==> src/rtl/mac_result_collector.sv <==
// Collects MAC results through a skid FIFO and writes them to consecutive output-buffer addresses.
// Optional build macro MAC_COLLECT_RELU_EN clamps negative results to zero before they are buffered.
module mac_result_collector #(
  parameter int DataWidth = 8,
  parameter int AddrWidth = 10,
  parameter int FifoDepth = 4
) (
  input  logic                 clk,
  input  logic                 reset,
  input  logic                 Start,
  input  logic [AddrWidth-1:0] BaseAddr,
  input  logic [AddrWidth-1:0] Count,
  input  logic                 NOPOut,
  input  logic [DataWidth-1:0] DataIn,
  input  logic                 WrReady,
  output logic                 WrEn,
  output logic [AddrWidth-1:0] WrAddr,
  output logic [DataWidth-1:0] WrData,
  output logic                 Busy,
  output logic                 Done,
  output logic                 Overflow
);

  localparam int PtrWidth = (FifoDepth > 1) ? $clog2(FifoDepth) : 1;
  localparam logic [PtrWidth:0]    PtrOne  = 1;
  localparam logic [AddrWidth-1:0] AddrOne = 1;

  typedef enum logic [1:0] {IDLE, COLLECT, DRAIN, DONE} state_t;

  state_t               r_state;
  state_t               w_nextState;
  logic [DataWidth-1:0] r_mem [FifoDepth];
  logic [PtrWidth:0]    r_wrPtr;
  logic [PtrWidth:0]    r_rdPtr;
  logic [AddrWidth-1:0] r_addr;
  logic [AddrWidth-1:0] r_count;
  logic [AddrWidth-1:0] r_accCnt;
  logic                 r_overflow;

  logic                 w_empty;
  logic                 w_full;
  logic                 w_pop;
  logic                 w_pushReq;
  logic                 w_pushOk;
  logic                 w_lastPush;
  logic                 w_start;
  logic [AddrWidth-1:0] w_accNext;
  logic [DataWidth-1:0] w_pushData;

  // Pointers carry one extra wrap bit so full and empty are distinguishable.
  assign w_empty    = (r_wrPtr == r_rdPtr);
  assign w_full     = (r_wrPtr[PtrWidth] != r_rdPtr[PtrWidth]) &&
                      (r_wrPtr[PtrWidth-1:0] == r_rdPtr[PtrWidth-1:0]);
  assign w_pop      = !w_empty && WrReady;
  assign w_pushReq  = (r_state == COLLECT) && !NOPOut;
  assign w_pushOk   = w_pushReq && (!w_full || w_pop);
  assign w_accNext  = r_accCnt + AddrOne;
  assign w_lastPush = w_pushReq && (w_accNext == r_count);
  assign w_start    = (r_state == IDLE) && Start;

`ifdef MAC_COLLECT_RELU_EN
  assign w_pushData = DataIn[DataWidth-1] ? '0 : DataIn;
`else
  assign w_pushData = DataIn;
`endif

  assign WrEn     = !w_empty;
  assign WrData   = r_mem[r_rdPtr[PtrWidth-1:0]];
  assign WrAddr   = r_addr;
  assign Overflow = r_overflow;

  always_ff @(posedge clk or posedge reset) begin
    if (reset) begin
      r_state <= IDLE;
    end else begin
      r_state <= w_nextState;
    end
  end

  always_comb begin
    w_nextState = r_state;
    Busy        = 1'b1;
    Done        = 1'b0;
    case (r_state)
      IDLE: begin
        Busy = 1'b0;
        if (Start) begin
          w_nextState = (Count == '0) ? DONE : COLLECT;
        end
      end
      COLLECT: begin
        if (w_lastPush) begin
          w_nextState = DRAIN;
        end
      end
      DRAIN: begin
        if (w_empty) begin
          w_nextState = DONE;
        end
      end
      DONE: begin
        Done        = 1'b1;
        w_nextState = IDLE;
      end
      default: begin
        w_nextState = IDLE;
      end
    endcase
  end

  // Dropped pushes still advance the accept counter so a job always terminates.
  always_ff @(posedge clk or posedge reset) begin
    if (reset) begin
      r_wrPtr    <= '0;
      r_rdPtr    <= '0;
      r_addr     <= '0;
      r_count    <= '0;
      r_accCnt   <= '0;
      r_overflow <= 1'b0;
    end else if (w_start) begin
      r_addr     <= BaseAddr;
      r_count    <= Count;
      r_accCnt   <= '0;
      r_overflow <= 1'b0;
    end else begin
      if (w_pop) begin
        r_rdPtr <= r_rdPtr + PtrOne;
        r_addr  <= r_addr + AddrOne;
      end
      if (w_pushReq) begin
        r_accCnt <= w_accNext;
      end
      if (w_pushOk) begin
        r_wrPtr <= r_wrPtr + PtrOne;
      end else if (w_pushReq) begin
        r_overflow <= 1'b1;
      end
    end
  end

  always_ff @(posedge clk) begin
    if (w_pushOk) begin
      r_mem[r_wrPtr[PtrWidth-1:0]] <= w_pushData;
    end
  end

endmodule

==> config.mk <==
export PLATFORM = sky130hd
export DESIGN_NAME = mac_result_collector
export DESIGN_NICKNAME = d
export VERILOG_FILES = /design/src/rtl/mac_result_collector.sv
export SDC_FILE = /design/constraint.sdc
export NUM_CORES = 1
export LEC_CHECK = 0
export BUFFER_PORTS_ARGS = -buffer_cell sky130_fd_sc_hd__buf_2
export CORE_MARGIN = 4
export CORE_UTILIZATION = 51
export CTS_CLUSTER_SIZE = 24
export DETAILED_ROUTE_END_ITERATION = 10
export MAX_ROUTING_LAYER = met4
export PLACE_DENSITY = 0.76
export SYNTH_ARGS = -nofsm -noshare
export SYNTH_HDL_FRONTEND = slang
export SYNTH_SLANG_ARGS = --single-unit
export TNS_END_PERCENT = 20
==> constraint.sdc <==
create_clock -name clk -period 1.85 [get_ports clk]
set_input_delay 0.37 -clock clk [delete_from_list [all_inputs] [get_ports clk]]
set_output_delay 0.37 -clock clk [all_outputs]
set_load 0.005 [all_outputs]
==> key figures <==
Setup path
  – Critical setup path kind: register to output pin
  – Cell type group with the largest total delay on the critical path: multiplexers
  – Crit-path cells: buf_12, mux4_2, buf_2
  – Cell at the slowest stage of the critical path: sky130_fd_sc_hd__mux4_2
  – Critical path capture point type: output pin
  – Cell depth of the worst flop-to-flop path: 7
  – CP Max Fanout: 5
  – Critical path startpoint category: register
  – Delay of the slowest critical-path stage: 500 ps
  – Required @ worst endpoint: 1480 ps
  – Destination of the critical timing path: WrData[1]
  – Worst-case register-to-register setup slack: -10 ps
  – Worst setup startpoint: r_rdPtr[0]
  – R2r startpoint: r_accCnt[0]
  – CP Depth: 3
  – Endpoint arrival time on the critical path: 1550 ps
  – Number of buffer and inverter stages on the critical path: 2
  – Critical register-to-register path endpoint: r_state[1]

Floorplanning
  – Count of boundary I/O pins: 55
  – Row count: 29
  – Die boundary width: 91 um
  – Y dimension of the die: 91 um
  – Die area: 8280 um2
  – Core area: 6530 um2
  – Starting Density: 0.538

Layout
  – Commonest non-fill, non-tap cell in the layout: sky130_fd_sc_hd__buf_2
  – Post-route cell area: 4380 um2
  – Nets: 432
  – Number of standard cells in the layout, taps in and fillers out: 469
  – Area delta synth->final: 24.7%
  – # diodes: 0
  – Commonest cells after routing, fill and taps aside: 54 x sky130_fd_sc_hd__buf_2, 51 x sky130_fd_sc_hd__nand2_1, 36 x sky130_fd_sc_hd__dfrtp_1
  – Share of cells above drive strength 1: 0.347

Timing
  – Count of final max-slew check failures: 0
  – Unrepaired setup endpoints after global routing: true
  – Maximum frequency from static timing analysis: 0.521 GHz
  – Final setup violating endpoints: 9
  – Post-route setup slack: -69.5 ps
  – Skew final: 13.5 ps
  – Tightest slew margin relative to the limit: 0.669
  – Final worst path period need: 1920 ps
  – Slew @ Worst Pin: 496 ps
  – Hold Violations, Final: 0
  – Final period utilization: 1.04

Yosys
  – Post-synthesis sequential area ratio: 0.551
  – Number of different library cells in the post-synthesis netlist: 48
  – Avg Inst Size Synth: 11.8 um2
  – Number of warnings reported in the yosys synthesis log: 0
  – Post-synthesis register bit count: 71
  – Async S/R FF share, synth: 0.549
  – Netlist Area Pre-Place: 3510 um2
  – Count of mapped cells out of synthesis: 298
  – Synthesized netlist net count: 343
  – Predominant post-synthesis flop cell: sky130_fd_sc_hd__dfrtp_1
  – Number of enable-type register cells in the synthesized netlist: 32

Pwr
  – Max VDD drop: 1020 uV
  – Total power: 6.55 mW
  – Reported leakage power: 1.86 nW
  – Power per unit of standard cell area: 1500 nW/um2

Run status
  – Violated checks: negative setup slack
  – Result of the run: finished with violations

Route
  – Post-detailed-route count of antenna-violating nets: 0
  – DR DRC count: 0
  – Routed length per placed instance: 15.2 um
  – 1st-iter DRT viols: 81
  – Final WL: 7.14 mm
  – Pre-Repair DR Iteration Count: 4
  – Vias/cell: 5.38
  – Via count: 2525

Clock tree
  – TritonCTS sink count: 71
  – CTS Hold Bufs: 0
  – Library cell used as clock root buffer: sky130_fd_sc_hd__clkbuf_8
  – Clock-pin slew on the worst setup and hold paths: 80 ps
  – Number of buffers created by CTS: 9
  – Clock latency at the later pin of the worst-skew pair: 350 ps
  – TritonCTS clock tree: yes
  – H-tree level count: 3
  – Number of buffers between clock root and the deepest sink: 2

Place
  – Number of buffers inserted by port buffering: 54
  – Area post-placement: 4080 um2
  – Instance count after placement with tap cells included: 449
  – Placed wire-length estimate: 5.26 mm
  – Final RePlAce weighted congestion: 0.850

Global routing
  – Total routing resource utilization after global routing: 0.188
  – Initial antenna violation count: 0
  – Final global-route overflow total: 0
  – Global-route wire length before repair: 11.9 mm
  – Via count of the first global-routing pass: 2535
  – Pin count of the biggest net entering global routing: 43

Flow run
  – Number of maximum-capacitance constraint violations: 0

Worst hold path
  – Hold Path Class: input pin to async pin
## report_power, final
part | internal, mW | leakage (nW) | switching (mW)
registers | 2.08 | 0.778 | 0.345
clock network | 0.496 | 0.0785 | 0.616
logic | 1.56 | 1.01 | 1.45
total | 4.13 | 1.86 | 2.42
## state kept, by name, summed over array words and instances, names as in the netlist
name / cells
r_wrPtr: 3
r_mem: 32
Overflow: 1
r_accCnt: 10
r_count: 10
r_rdPtr: 3
r_state: 2
WrAddr: 10
## cell type report
class / instances / area (um2)
sequential: 71 / 1940
inverter: 10 / 37.5
clock inverter: 7 / 56.3
timing repair buffer: 89 / 576
clock buffer: 9 / 124
tap: 77 / 96.3
fill: 505 / 2150
multi-input combinational: 206 / 1550
## layer usage
metal  routed length (um)  share of wire  track usage
met2                 3660           0.51        0.306
met4                  127          0.018       0.0791
met3                  302          0.042       0.0430
met5                    0              0            -
met1                 3060           0.43        0.225
## metrics by stage
stage	hold WS, ps	TNS [ps]	worst slack [ps]	util
global route	151	-1190	-133	0.671
global placement	483	0	9.15	0.625
finish	122	-435	-69.5	0.671
detailed placement	496	-837	-44.9	0.625
CTS	130	-715	-113	0.657
floorplan	455	0	14.4	-
## worst min-delay path by stage
stage | end | slack (ps)
3_5_place_dp | r_count[6] | 500
3_3_place_gp | r_count[1] | 480
4_1_cts | r_count[7] | 130
6_report | r_count[1] | 120
2_1_floorplan | r_count[5] | 460
5_1_grt | r_count[1] | 150
## worst register-to-register path: cells and delay by family, from the launching register on
family,cells,cell delay (ps)
AOI/OAI and AO/OA,4,640
DFF,1,470
adders and majority gates,1,200
and+or+nand+nor,2,430
## cells by family after synthesis
group | count (synthesis) | share of synthesized area
AOI/OAI and AO/OA | 35 | 0.0773
xor gates and xnor gates | 33 | 0.0823
adders and majority gates | 12 | 0.0427
buffers and inverters | 21 | 0.0246
DFF | 71 | 0.551
muxes | 12 | 0.0634
and+or+nand+nor | 114 | 0.158
## repair_timing
item,in CTS,in global routing
setup buffers,1,2
resized for setup,8,14
gates cloned,0,1
endpoints found under the setup margin,42,37
pin swaps,1,3
## cells in the mapped netlist, types with 2 or more instances
master	number	share of area
sky130_fd_sc_hd__o21ai_0	8	0.011
sky130_fd_sc_hd__a21oi_1	5	0.0071
sky130_fd_sc_hd__nor2b_1	4	0.0071
sky130_fd_sc_hd__nand4_1	5	0.0089
sky130_fd_sc_hd__o21ai_1	8	0.011
sky130_fd_sc_hd__inv_1	10	0.011
sky130_fd_sc_hd__mux2i_1	2	0.0057
sky130_fd_sc_hd__buf_2	3	0.0043
sky130_fd_sc_hd__or3_1	4	0.0071
sky130_fd_sc_hd__nor4_1	2	0.0036
sky130_fd_sc_hd__xnor2_1	20	0.050
sky130_fd_sc_hd__mux4_2	8	0.051
sky130_fd_sc_hd__nor3_1	3	0.0043
sky130_fd_sc_hd__and3_1	3	0.0053
sky130_fd_sc_hd__clkbuf_1	7	0.0075
sky130_fd_sc_hd__a31oi_1	2	0.0036
sky130_fd_sc_hd__mux2_1	2	0.0064
sky130_fd_sc_hd__nor2_1	12	0.013
sky130_fd_sc_hd__edfxtp_1	32	0.27
sky130_fd_sc_hd__ha_1	12	0.043
sky130_fd_sc_hd__a41oi_1	2	0.0050
sky130_fd_sc_hd__and2_1	5	0.0089
sky130_fd_sc_hd__dfrtp_1	39	0.28
sky130_fd_sc_hd__nand3_1	14	0.020
sky130_fd_sc_hd__nand2_1	51	0.054
sky130_fd_sc_hd__xor2_1	13	0.032
Note: power is estimated with default switching activity, not from simulation.
